**src/rtl/seg_pipe_acc_if.sv**
```systemverilog
// Bus bundle for seg_pipe_acc: skewed segment inputs plus the aligned result.
// o_valid qualifies o_carry/o_sum for exactly one cycle; there is no ready, so a word is taken every cycle.
interface seg_pipe_acc_if #(
  parameter int P_INPUT_WIDTH = 6
);
  localparam int W = 4 * P_INPUT_WIDTH;

  logic [P_INPUT_WIDTH-1:0] i_lsb;
  logic [P_INPUT_WIDTH-1:0] i_isb2;
  logic [P_INPUT_WIDTH-1:0] i_isb1;
  logic [P_INPUT_WIDTH-1:0] i_msb;
  logic                     i_en;
  logic                     i_clr;
  logic                     o_carry;
  logic [W-1:0]             o_sum;
  logic                     o_valid;

  modport master (
    output i_lsb, i_isb2, i_isb1, i_msb, i_en, i_clr,
    input  o_carry, o_sum, o_valid
  );

  modport slave (
    input  i_lsb, i_isb2, i_isb1, i_msb, i_en, i_clr,
    output o_carry, o_sum, o_valid
  );
endinterface

```
**src/rtl/seg_pipe_acc.sv**
```systemverilog
// Four-segment carry-pipelined accumulator with deskewed W-bit output and msb carry-out.
// Optional carry-in dither from a 15-bit LFSR is compiled in with the DITHER_EN macro.
module seg_pipe_acc #(
  parameter int          P_INPUT_WIDTH = 6,
  parameter logic [14:0] P_LFSR_SEED   = 15'h4A5B
) (
  input  logic           i_clk,
  input  logic           i_rst_n,
  seg_pipe_acc_if.slave  acc_if
);
  localparam int P = P_INPUT_WIDTH;

  typedef logic [P-1:0] seg_t;

  // Stage index: 0 = lsb, 1 = isb2, 2 = isb1, 3 = msb.
  seg_t       r_acc [4];
  logic [3:0] r_c;
  logic [4:1] r_en_d;
  logic [3:1] r_clr_d;

  seg_t r_lsb_d1, r_lsb_d2, r_lsb_d3;
  seg_t r_isb2_d1, r_isb2_d2;
  seg_t r_isb1_d1;

  seg_t       w_in  [4];
  logic [P:0] w_sum [4];
  logic [3:0] w_en;
  logic [3:0] w_clr;
  logic [3:0] w_cin;
  logic       w_cin0;

`ifdef DITHER_EN
  logic [14:0] r_lfsr;
  logic        w_fb;

  // x^15 + x^14 + 1, shifted toward the msb; bit 0 is the dither carry-in.
  assign w_fb = r_lfsr[14] ^ r_lfsr[13];

  always_ff @(posedge i_clk or negedge i_rst_n) begin
    if (!i_rst_n) begin
      r_lfsr <= P_LFSR_SEED;
    end else if (acc_if.i_en) begin
      r_lfsr <= {r_lfsr[13:0], w_fb};
    end
  end

  assign w_cin0 = r_lfsr[0];
`else
  logic w_unused_seed;
  assign w_unused_seed = ^P_LFSR_SEED;
  assign w_cin0        = 1'b0;
`endif

  always_comb begin
    w_in[0] = acc_if.i_lsb;
    w_in[1] = acc_if.i_isb2;
    w_in[2] = acc_if.i_isb1;
    w_in[3] = acc_if.i_msb;
    w_en    = {r_en_d[3:1], acc_if.i_en};
    w_clr   = {r_clr_d[3:1], acc_if.i_clr};
    w_cin   = {r_c[2:0], w_cin0};
    for (int k = 0; k < 4; k++) begin
      w_sum[k] = {1'b0, r_acc[k]} + {1'b0, w_in[k]} + {{P{1'b0}}, w_cin[k]};
    end
  end

  // Each stage sees the en/clr of the word whose segment is currently on its input.
  always_ff @(posedge i_clk or negedge i_rst_n) begin
    if (!i_rst_n) begin
      for (int k = 0; k < 4; k++) begin
        r_acc[k] <= '0;
      end
      r_c <= '0;
    end else begin
      for (int k = 0; k < 4; k++) begin
        if (w_clr[k]) begin
          r_acc[k] <= '0;
          r_c[k]   <= 1'b0;
        end else if (w_en[k]) begin
          r_acc[k] <= w_sum[k][P-1:0];
          r_c[k]   <= w_sum[k][P];
        end else begin
          r_c[k]   <= 1'b0;
        end
      end
    end
  end

  always_ff @(posedge i_clk or negedge i_rst_n) begin
    if (!i_rst_n) begin
      r_en_d    <= '0;
      r_clr_d   <= '0;
      r_lsb_d1  <= '0;
      r_lsb_d2  <= '0;
      r_lsb_d3  <= '0;
      r_isb2_d1 <= '0;
      r_isb2_d2 <= '0;
      r_isb1_d1 <= '0;
    end else begin
      r_en_d    <= {r_en_d[3:1], acc_if.i_en};
      r_clr_d   <= {r_clr_d[2:1], acc_if.i_clr};
      r_lsb_d1  <= r_acc[0];
      r_lsb_d2  <= r_lsb_d1;
      r_lsb_d3  <= r_lsb_d2;
      r_isb2_d1 <= r_acc[1];
      r_isb2_d2 <= r_isb2_d1;
      r_isb1_d1 <= r_acc[2];
    end
  end

  // Deskew lands every segment of word n in the same cycle the msb stage finishes it.
  assign acc_if.o_sum   = {r_acc[3], r_isb1_d1, r_isb2_d2, r_lsb_d3};
  assign acc_if.o_carry = r_c[3];
  assign acc_if.o_valid = r_en_d[4];
endmodule
```
**src/flat_wrapper.sv**
```systemverilog
// flat-port wrapper written by rule: the top's interface ports become plain ports
module seg_pipe_acc_flat 
#(
  parameter int          P_INPUT_WIDTH = 6,
  parameter logic [14:0] P_LFSR_SEED   = 15'h4A5B
)
  (i_clk, i_rst_n, acc_if_i_lsb, acc_if_i_isb2, acc_if_i_isb1, acc_if_i_msb, acc_if_i_en, acc_if_i_clr, acc_if_o_carry, acc_if_o_sum, acc_if_o_valid);
  seg_pipe_acc_if #(.P_INPUT_WIDTH(P_INPUT_WIDTH)) acc_if_i ();
  input  logic i_clk;
  input  logic i_rst_n;
  input wire logic [$bits(acc_if_i.i_lsb)-1:0] acc_if_i_lsb;
  input wire logic [$bits(acc_if_i.i_isb2)-1:0] acc_if_i_isb2;
  input wire logic [$bits(acc_if_i.i_isb1)-1:0] acc_if_i_isb1;
  input wire logic [$bits(acc_if_i.i_msb)-1:0] acc_if_i_msb;
  input wire logic [$bits(acc_if_i.i_en)-1:0] acc_if_i_en;
  input wire logic [$bits(acc_if_i.i_clr)-1:0] acc_if_i_clr;
  output wire logic [$bits(acc_if_i.o_carry)-1:0] acc_if_o_carry;
  output wire logic [$bits(acc_if_i.o_sum)-1:0] acc_if_o_sum;
  output wire logic [$bits(acc_if_i.o_valid)-1:0] acc_if_o_valid;
  assign acc_if_i.i_lsb = acc_if_i_lsb;
  assign acc_if_i.i_isb2 = acc_if_i_isb2;
  assign acc_if_i.i_isb1 = acc_if_i_isb1;
  assign acc_if_i.i_msb = acc_if_i_msb;
  assign acc_if_i.i_en = acc_if_i_en;
  assign acc_if_i.i_clr = acc_if_i_clr;
  assign acc_if_o_carry = acc_if_i.o_carry;
  assign acc_if_o_sum = acc_if_i.o_sum;
  assign acc_if_o_valid = acc_if_i.o_valid;
  seg_pipe_acc #(.P_INPUT_WIDTH(P_INPUT_WIDTH), .P_LFSR_SEED(P_LFSR_SEED)) u_core (.i_clk(i_clk), .i_rst_n(i_rst_n), .acc_if(acc_if_i));
endmodule
```
**config.mk**
```make
export PLATFORM = sky130hd
export DESIGN_NAME = seg_pipe_acc_flat
export DESIGN_NICKNAME = d
export VERILOG_FILES = /design/src/rtl/seg_pipe_acc_if.sv /design/src/rtl/seg_pipe_acc.sv /design/src/flat_wrapper.sv
export SDC_FILE = /design/constraint.sdc
export NUM_CORES = 1
export LEC_CHECK = 0
export CAP_MARGIN = 0
export CORE_UTILIZATION = 59
export CTS_BUF_LIST = sky130_fd_sc_hd__clkbuf_2
export DETAILED_ROUTE_END_ITERATION = 8
export HOLD_SLACK_MARGIN = 0.12
export PLACE_DENSITY = 0.88
export SLEW_MARGIN = 0
export SYNTH_ARGS = -nofsm -noshare
export SYNTH_HDL_FRONTEND = slang
export SYNTH_SLANG_ARGS = --single-unit
```
**constraint.sdc**
```tcl
create_clock -name i_clk -period 4.7 [get_ports i_clk]
set_input_delay 1.175 -clock i_clk [delete_from_list [all_inputs] [get_ports i_clk]]
set_output_delay 1.175 -clock i_clk [all_outputs]
set_load 0.02 [all_outputs]
```
; ---- After elaboration in Yosys (flattened, before gate mapping)
; Cells that the tools add are included.
[classes]
n_addsub = 7
muxes = 16
reduce_logical = 4
[op_table]
columns = op, count
row1 = $mux W6, 8
row2 = $add A6 B6 Y7, 4
row3 = $add A7 B1 Y7, 3
row4 = $mux W1, 8
row5 = $reduce_bool A2 Y1, 4
[totals]
register_bits = 71
wordCells = 40

; ---- Longest topological paths before layout
; Gate-level depths: netlist (run 1).
[depth]
ltp_word = 4
mapped_depth = 7
depth_no_buf = 7

; ---- Worst setup path before layout (run 1)
; Ideal clock, no wire load.
[synth_path]
kind = input -> register
start = input acc_if_i_isb2[0]
end = register u_core.r_acc[13] (netlist name)
arrival_ps = 2405
slack_ps = 2223
path_stages = 5
path_buffers = 0
cell_sequence = fa_1 inv_1 fa_1 mux2_2 nor2_1
[synth_between]
elab_chain_len = 4
[synth_lines]
columns = element, line_no
row1 = from (decl), flat_wrapper.sv:12  ; input wire logic [$bits(acc_if_i.i_isb2)-1:0] acc_if_i_isb2;
row2 = $add A6 B6 Y7, seg_pipe_acc.sv:63  ; w_sum[k] = {1'b0, r_acc[k]} + {1'b0, w_in[k]} + {{P{1'b0}}, w_cin[k]};
row3 = $add A7 B1 Y7, seg_pipe_acc.sv:63
row4 = $mux W6, seg_pipe_acc.sv:79  ; end else if (w_en[k]) begin
row5 = $mux W6, seg_pipe_acc.sv:76  ; if (w_clr[k]) begin
row6 = "to (signal, indexed assignment)", seg_pipe_acc.sv:80  ; r_acc[k] <= w_sum[k][P-1:0];
row7 = to (decl), seg_pipe_acc.sv:16  ; seg_t r_acc [4];
; Every way passes these cells. The select of a mux whose other input is x is not followed.
; A chain may end at the register's enable or synchronous reset.

; ---- Final worst setup path (run 1)
[layout_path]
start = register u_core.r_acc, in the netlist u_core.acc_if.o_sum[19]
end = output acc_if_o_sum[19]
[layout_lines]
columns = element, line_no
row1 = to (decl), flat_wrapper.sv:18  ; output wire logic [$bits(acc_if_i.o_sum)-1:0] acc_if_o_sum;
; No word-level cell between the ends.

==> flow_summary_export.csv, run 1 <==
group,metric,value,unit
run_status,status,"completed",
cts,tritoncts,"built",
detailed_routing,drt_first_iter_violations,75,
setup_path,path_max_fanout,4,
yosys,syn_inst,256,
cts,clk_path_buf_depth,2,
yosys,synth_fp_nets,312,
pwr,swShare,0.2827,
cts,cts.sinks,71,
pwr,powerDensity,389.4,mW/mm^2
grt,grt_pass1_vias,2081,
setup_path,path_class,"flop to primary output",
floorplan,die_w,74.30,um
sta,period_share,0.5714,
floorplan,rows,25,
yosys,netlist_top_cells_count,"71 x dfrtp_1, 34 x nor2_1, 22 x nand2_1, 21 x ha_1, 15 x inv_1",
grt,grtUsageTotal,0.2284,
detailed_routing,vias_per_cell,5.406,
floorplan,io_pins,54,
placement,dpl.hpwl,3.894,mm
sta,finalHoldViolCount,0,
floorplan,die_h,74.30,um
detailed_routing,num_vias,2065,
floorplan,start_util,0.6321,
grt,grt_pass1_wl,9.211,mm
yosys,synth_seq_cells,71,
setup_path,crit_family,"buffers and inverters",
detailed_routing,routed_wirelength,5.233,mm
sta,finalSetupViolCount,0,
pwr,comb_power_share,0.219,
run,maxCapViolCount,0,
grt,grt_max_degree,45,
sta,worst_pin_slew,918.7,ps
cts,worstSkewPairLatency,480,ps
sta,layout_min_cycle_time,2686,ps
setup_path,critical_path_buf_inv_count,1,
pwr,p_switching,0.4169,mW
yosys,syn-cell-area,0.003084,mm^2
grt,grt-ovfl-total,0,
yosys,syn_area_per_cell,12.05,um^2
setup_path,start_kind,"flop",
yosys,synth_edf_count,0,
yosys,ys_warn_count,0,
setup_path,path_cells,"clkdlybuf4s50_1",
cts,clkTransAtPathRegs,180,ps
placement,gp_congestion,0.8504,
yosys,async_flop_share,1.000,
setup_path,cp_slowest_stage_delay,620,ps
placement,port_buffers,53,
cells_and_area,diodes,0,
sta,rsz0062_at_grt,"no",
pwr,p_int,1.058,mW
cells_and_area,fillers,320,
setup_path,cp_slowest_cell,"clkdlybuf4s50_1",
cells_and_area,syn_to_final_growth,22.80,%
cts,htreeDepth,3,
pwr,p_leak,1.757,nW
yosys,synthTopCellsByArea,"dfrtp_1 58%, ha_1 8.5%, fa_1 4.5%, nor2_1 4.1%, nand2_1 2.7%",
floorplan,dieArea,0.005520,mm^2
floorplan,core_area,0.004880,mm^2
pwr,seq_power_share,0.488,
detailed_routing,drc,0,
setup_path,cp-end-kind,"primary output",
yosys,synth_most_common_cell,"dfrtp_1",
cts,post_cts_buffers,0,
sta,drv_slew,0,
grt,antenna_found_initial,0,
yosys,synth_flop_cell,"dfrtp_1",
sta,fmax,372.3,MHz
sta,skew,26.10,ps
detailed_routing,routedWlPerCell,13.70,um
cells_and_area,final_nets,366,
cts,cts_root_buffer,"clkbuf_2",
yosys,synth_cell_type_count,27,
setup_path,worstPathArrival,1510,ps
sta,slew_headroom,0.3875,
yosys,ys_seq_area_frac,0.5761,
detailed_routing,postRouteAntennaNets,0,
cts,cts_resized,0,
cts,cts_buffers,9,
cells_and_area,multiInputGateArea,0.001181,mm^2
sta,tns,0,ps
cells_and_area,drive_gt1_frac,0.07937,
hold_path,hp-class,"flop to flop",
pwr,power_frac_clock,0.294,
cts,cts_hold_buffers,0,
pwr,max-vdd-ir-drop,0.2183,mV
setup_path,required,3520,ps
cells_and_area,ff_latch_area,0.001777,mm^2
yosys,synth_top_cell_by_area,"dfrtp_1",
yosys,synth_top_area_frac,0.5761,
detailed_routing,drtPass1Iterations,4,
cells_and_area,fin_util,0.7762,
## cell families after synthesis
kind of cell	synth area share
multiplexers	0.02962
flip-flops	0.5761
AND/OR/NAND/NOR	0.08965
XOR/XNOR	0.02272
adder cells (fa/ha/maj)	0.1306
AO/OA/AOI/OAI	0.1104
buffers and inverters	0.04097
## power groups by stage
stage	Combinational (mW)	Sequential, mW	Clock (mW)
finish	0.323	0.719	0.433
global route	0.360	0.729	0.465
CTS	0.325	0.720	0.438
detailed placement	0.323	0.732	0
global placement	0.310	0.728	0
floorplan	0.187	0.745	0
## worst paths after layout
path / end / slack, ps / depth (start not counted) / from
hold reg to reg: u_core.r_lsb_d2[5]$_DFF_PN0_ / 370 / 0 / u_core.r_lsb_d1[5]$_DFF_PN0_
setup reg to reg: u_core.r_c[2]$_DFF_PN0_ / 2860 / 7 / u_core.r_acc[6]$_DFFE_PN0P_
setup / recovery: acc_if_o_sum[19] / 2010 / 1 / u_core.acc_if.o_sum[19]$_DFFE_PN0P_
min in group asynchronous: u_core.r_isb2_d1[2]$_DFF_PN0_ / 790 / 1 / i_rst_n
hold / removal: u_core.r_lsb_d2[5]$_DFF_PN0_ / 370 / 0 / u_core.r_lsb_d1[5]$_DFF_PN0_
max in group asynchronous: u_core.r_acc[15]$_DFFE_PN0P_ / 3000 / 2 / i_rst_n
## per-stage QoR
step	instances	hold WS [ps]	setup slack, ps	power (mW)	instance area (um^2)
finish	382	371.1	2014	1.475	3787
global route	382	384.5	1924	1.554	3787
CTS	382	366.8	1980	1.483	3787
detailed placement	366	334.7	1623	1.054	3631
global placement	366	331.2	1719	1.038	3631
floorplan	256	331.2	2223	0.9313	3084
## per-layer routing
metal,global-route usage,part of all wire,up-vias
met4,0.1363,0.025,0
met5,0,0,-
li1,-,-,987
met2,0.3657,0.48,73
met1,0.2931,0.45,989
met3,0.04201,0.047,16
## sequential cells by signal, summed over array words and instances (netlist names)
name                 flops
u_core.acc_if.o_sum      6
u_core.r_acc            18
u_core.r_c               4
u_core.r_clr_d           3
u_core.r_en_d            4
u_core.r_isb1_d1         6
u_core.r_isb2_d1         6
u_core.r_isb2_d2         6
u_core.r_lsb_d1          6
u_core.r_lsb_d2          6
u_core.r_lsb_d3          6
## final cells by class
type	count	area share
Inverter	15	0.01487
Clock buffer	9	0.01189
Multi-Input combinational cell	159	0.3119
Timing Repair Buffer	54	0.1407
Tap cell	67	0.02213
Sequential cell	71	0.4691
Clock inverter	7	0.02940
## placed cells by master, fill, tap and decap left out
cell,instances
nor3_1,3
a221o_1,2
nand2_2,1
clkdlybuf4s50_1,52
nand2b_1,4
clkinv_4,1
fa_1,7
clkinv_2,1
dfrtp_1,71
buf_2,1
xnor2_1,8
mux2i_1,8
a21oi_1,14
clkinv_1,2
a211oi_1,5
nor3b_1,2
inv_1,15
mux2_2,1
a211oi_2,3
o2111ai_1,3
o21ai_1,4
o31ai_2,4
ha_1,21
nand3_1,1
buf_4,1
nand2_1,22
clkbuf_2,9
bufinv_16,3
o31ai_1,3
o311ai_0,3
o21ai_0,6
nor2_1,34
Power figures use the tool's default switching activity.
==> run 2: changes to the inputs <==
CORE_UTILIZATION = 54   (was 59)
PLACE_DENSITY = 0.81   (was 0.88)
clock period = 2.7 ns   (was 4.7 ns; I/O delays follow)
==> flow_summary_export.csv, run 2 (same netlist as run 1, synthesis figures left out) <==
group,metric,value,unit
pwr,p_leak,1.763,nW
sta,drv_slew,0,
run,maxCapViolCount,0,
setup_path,rr_worst_depth,7,
sta,hold_ws,146.0,ps
grt,grt_pass1_vias,2042,
grt,grt_pass1_wl,8.983,mm
cts,post_cts_buffers,0,
cells_and_area,fin_util,0.6919,
setup_path,cp.depth,1,
pwr,total_power,2.582,mW
floorplan,core_area,0.005507,mm^2
setup_path,path_cells,"clkdlybuf4s50_1",
grt,grt-ovfl-total,0,
setup_path,start_kind,"flop",
setup_path,crit_family,"buffers and inverters",
cells_and_area,mostFrequentLayoutCell,"dfrtp_1",
sta,tns,0,ps
detailed_routing,postRouteAntennaNets,0,
cts,tritoncts,"built",
hold_path,hp-class,"input port to asynchronous set/reset pin",
sta,rsz0062_at_grt,"no",
setup_path,cp_slowest_cell,"clkdlybuf4s50_1",
placement,dp_slack,156.2,ps
sta,layout_min_cycle_time,2210,ps
floorplan,die_h,77.58,um
cts,cts_hold_buffers,0,
grt,antenna_found_initial,0,
detailed_routing,drc,0,
sta,skew,17.12,ps
setup_path,cp_slowest_stage_delay,620,ps
cts,clk_path_buf_depth,2,
setup_path,required,2030,ps
setup_path,worstPathArrival,1540,ps
pwr,seq_power_share,0.484,
floorplan,io_pins,54,
grt,grtUsageTotal,0.1938,
cts,cts.sinks,71,
floorplan,die_w,77.58,um
cells_and_area,drive_gt1_frac,0.08861,
cts,cts_resized,0,
cells_and_area,diodes,0,
detailed_routing,routedWlPerCell,12.50,um
sta,finalSetupViolCount,0,
placement,gp_congestion,0.7619,
placement,dpl.hpwl,3.661,mm
detailed_routing,drtPass1Iterations,4,
pwr,p_switching,0.7317,mW
setup_path,critical_path_buf_inv_count,1,
sta,slew_headroom,0.6151,
sta,fin_ws,489.5,ps
cts,worstSkewPairLatency,480,ps
run_status,status,"completed",
cells_and_area,most-common-layout-cells,"71 x dfrtp_1, 52 x clkdlybuf4s50_1, 34 x nor2_1, 22 x nand2_1, 21 x ha_1",
cells_and_area,regMostFlops,"u_core.r_acc",
floorplan,start_util,0.5601,
pwr,comb_power_share,0.215,
pwr,power_frac_clock,0.301,
placement,port_buffers,53,
detailed_routing,routed_wirelength,4.849,mm
detailed_routing,drt_first_iter_violations,86,
sta,period_share,0.8187,
floorplan,dieArea,0.006018,mm^2
pwr,powerDensity,677.8,mW/mm^2
cts,clkTransAtPathRegs,200,ps
setup_path,path_class,"flop to primary output",
sta,fmax,452.4,MHz
pwr,swShare,0.2833,
setup_path,cp-end-kind,"primary output",
floorplan,rows,27,
cells_and_area,largest_register_ff_count,18,
pwr,max-vdd-ir-drop,0.3865,mV
grt,grt_max_degree,28,
cells_and_area,syn_to_final_growth,23.53,%
detailed_routing,num_vias,1993,
setup_path,path_max_fanout,3,
cells_and_area,final_nets,367,
cts,htreeDepth,3,
sta,worst_pin_slew,577.4,ps
pwr,p_int,1.851,mW
cts,cts_root_buffer,"clkbuf_2",
sta,finalHoldViolCount,0,
cts,cts_buffers,9,
detailed_routing,vias_per_cell,5.137,
[run 2: changes by cell type in the layout (fill, tap and decap cells not counted)]
cell,before,now
clkinv_1,2,0
clkinvlp_4,0,1
inv_6,0,1
buf_4,1,2
[run 2: power groups by stage]
stage	clock, mW	sequential [mW]	combinational [mW]
2_1_floorplan	0	1.30	0.325
3_3_place_gp	0	1.27	0.543
3_5_place_dp	0	1.27	0.558
4_1_cts	0.794	1.25	0.562
5_1_grt	0.848	1.27	0.621
6_report	0.778	1.25	0.555
[run 2: worst paths after layout]
path,startpoint,to,slack [ps]
setup / recovery,u_core.acc_if.o_sum[22]$_DFFE_PN0P_,acc_if_o_sum[22],490
hold / removal,i_rst_n,u_core.acc_if.o_sum[23]$_DFFE_PN0P_,150
setup reg to reg,u_core.r_acc[12]$_DFFE_PN0P_,u_core.r_c[1]$_DFF_PN0_,910
hold reg to reg,u_core.r_lsb_d1[3]$_DFF_PN0_,u_core.r_lsb_d2[3]$_DFF_PN0_,360
max in group asynchronous,i_rst_n,u_core.r_isb1_d1[3]$_DFF_PN0_,1810
min in group i_clk,u_core.r_lsb_d1[3]$_DFF_PN0_,u_core.r_lsb_d2[3]$_DFF_PN0_,360
[run 2: area by class of cell]
cell class	count	area [um^2]
flip-flops and latches	71	1777
fillers	402	1697
multi-input cells	159	1181
repair buffers	55	540.5
clock inverters	7	120.1
well taps	72	90.09
inverters	15	56.30
clock buffers	9	45.04
[run 2: metal layers]
layer | vias up | track usage | routed length (um)
met4 | 0 | 0.1075 | 118
met5 | - | 0 | 0
met3 | 10 | 0.03647 | 170
li1 | 982 | - | -
met1 | 953 | 0.2468 | 2167
met2 | 48 | 0.3133 | 2393
[run 2: through the flow]
step | instances | instance area [um^2]
finish | 388 | 3810
global route | 388 | 3810
detailed placement | 372 | 3645
CTS | 388 | 3810
global placement | 372 | 3645
floorplan | 256 | 3084
==> run 3: changes to the inputs <==
clock period = 2.3 ns   (was 2.7 ns; I/O delays follow)
==> flow_summary_export.csv, run 3 (same netlist as run 1, synthesis figures left out) <==
group,metric,value,unit
placement,dpl.hpwl,3.678,mm
pwr,p_leak,1.763,nW
grt,grt_max_degree,55,
pwr,powerDensity,736.3,mW/mm^2
detailed_routing,postRouteAntennaNets,0,
cts,cts_root_buffer,"clkbuf_2",
cells_and_area,diodes,0,
setup_path,required,1730,ps
floorplan,io_pins,54,
cells_and_area,drive_gt1_frac,0.09657,
grt,grt_pass1_wl,8.880,mm
sta,skew,19.49,ps
grt,antenna_found_initial,0,
sta,hold_ws,371.2,ps
cts,tritoncts,"built",
placement,gp_congestion,0.7845,
setup_path,r2r-start,"u_core.acc_if.o_sum[18]$_DFFE_PN0P_",
setup_path,ff2ff_setup_slack,530,ps
grt,grtUsageTotal,0.1952,
sta,slew_headroom,0.7030,
setup_path,path_max_fanout,4,
detailed_routing,drt_first_iter_violations,108,
floorplan,start_util,0.5601,
setup_path,cp_slowest_stage_delay,620,ps
cells_and_area,largest_register_ff_count,18,
cts,cts.sinks,71,
cts,cts_buffers,9,
setup_path,reg2reg_to,"u_core.r_c[3]$_DFF_PN0_",
pwr,p_int,1.956,mW
setup_path,cp-end-kind,"primary output",
detailed_routing,routedWlPerCell,12.96,um
grt,grt-ovfl-total,0,
floorplan,dieArea,0.006018,mm^2
cells_and_area,final_nets,372,
run,maxCapViolCount,0,
cts,clk_path_buf_depth,2,
sta,worst_pin_slew,445.4,ps
sta,drv_slew,0,
detailed_routing,drtPass1Iterations,4,
sta,finalSetupViolCount,0,
cells_and_area,mostFrequentLayoutCell,"dfrtp_1",
setup_path,start_kind,"flop",
pwr,swShare,0.3020,
pwr,power_frac_clock,0.236,
floorplan,rows,27,
detailed_routing,drc,0,
hold_path,min_path_cells,0,
detailed_routing,routed_wirelength,5.094,mm
sta,period_share,0.9209,
run_status,status,"completed",
grt,grt_pass1_vias,1979,
cts,worstSkewPairLatency,480,ps
cells_and_area,syn_to_final_growth,23.41,%
cells_and_area,regMostFlops,"u_core.r_acc",
hold_path,hp-class,"flop to flop",
sta,finalHoldViolCount,0,
cells_and_area,fin_util,0.6912,
floorplan,core_area,0.005507,mm^2
setup_path,crit_family,"buffers and inverters",
setup_path,cp-startpoint,"u_core.acc_if.o_sum[19]$_DFFE_PN0P_",
sta,rsz0062_at_grt,"no",
placement,port_buffers,53,
setup_path,path_cells,"clkdlybuf4s50_1",
pwr,max-vdd-ir-drop,0.5411,mV
setup_path,cp_slowest_cell,"clkdlybuf4s50_1",
detailed_routing,num_vias,2013,
pwr,seq_power_share,0.524,
setup_path,path_class,"flop to primary output",
cts,cts_resized,0,
pwr,comb_power_share,0.240,
cts,htreeDepth,3,
setup_path,cp.depth,1,
sta,layout_min_cycle_time,2118,ps
cts,clkTransAtPathRegs,190,ps
cells_and_area,most-common-layout-cells,"71 x dfrtp_1, 52 x clkdlybuf4s50_1, 34 x nor2_1, 22 x nand2_1, 21 x ha_1",
sta,fmax,472.1,MHz
setup_path,rr_worst_depth,7,
floorplan,die_w,77.58,um
pwr,p_switching,0.8465,mW
setup_path,critical_path_buf_inv_count,1,
floorplan,die_h,77.58,um
setup_path,crit_end,"acc_if_o_sum[19]",
detailed_routing,vias_per_cell,5.122,
setup_path,worstPathArrival,1540,ps
==> run 3: per-layer routing <==
layer,up-vias,GRT usage,wire length [um]
li1,991,-,-
met1,952,0.2420,2233
met2,62,0.3177,2502
met3,8,0.05529,233
met4,0,0.08868,125
met5,-,0,0
==> run 3: cell type report <==
cell class	count	area [um^2]
flip-flops and latches	71	1777
fillers	411	1700
multi-input cells	159	1181
repair buffers	60	593.1
well taps	72	90.09
clock inverters	7	63.81
inverters	15	56.30
clock buffers	9	45.04
==> run 3: worst min path at each step <==
stage / from / endpoint
final: u_core.r_lsb_d1[1]$_DFF_PN0_ / u_core.r_lsb_d2[1]$_DFF_PN0_
after global routing: u_core.r_lsb_d1[1]$_DFF_PN0_ / u_core.r_lsb_d2[1]$_DFF_PN0_
after CTS: u_core.r_lsb_d2[5]$_DFF_PN0_ / u_core.r_lsb_d3[5]$_DFF_PN0_
after detailed placement: u_core.r_isb2_d1[3]$_DFF_PN0_ / u_core.r_isb2_d2[3]$_DFF_PN0_
after global placement: u_core.r_lsb_d1[0]$_DFF_PN0_ / u_core.r_lsb_d2[0]$_DFF_PN0_
after floorplan: i_rst_n / u_core.acc_if.o_sum[18]$_DFFE_PN0P_
==> run 3: power by group through the flow <==
| stage | Combinational (mW) | Sequential, mW | Clock [mW] |
|---|---|---|---|
| 6_report | 0.672 | 1.47 | 0.661 |
| 5_1_grt | 0.745 | 1.49 | 0.746 |
| 4_1_cts | 0.678 | 1.47 | 0.686 |
| 3_5_place_dp | 0.671 | 1.49 | 0 |
| 3_3_place_gp | 0.650 | 1.49 | 0 |
| 2_1_floorplan | 0.381 | 1.52 | 0 |
==> run 3: timing repair <==
item                      in CTS  in global routing
hold endpoints to repair      17                  0
hold buffers                   1                  0
setup buffers                  0                  0
==> run 3: stage by stage <==
step	setup TNS, ps	instance area, um^2	power, mW	cells	worst slack (ps)
detailed placement	-628.9	3687	2.166	376	-98.42
finish	0	3806	2.803	393	182.0
floorplan	0	3084	1.903	256	423.1
global route	0	3806	2.982	393	85.78
global placement	-297.1	3687	2.140	376	-75.83
CTS	0	3806	2.835	393	134.1
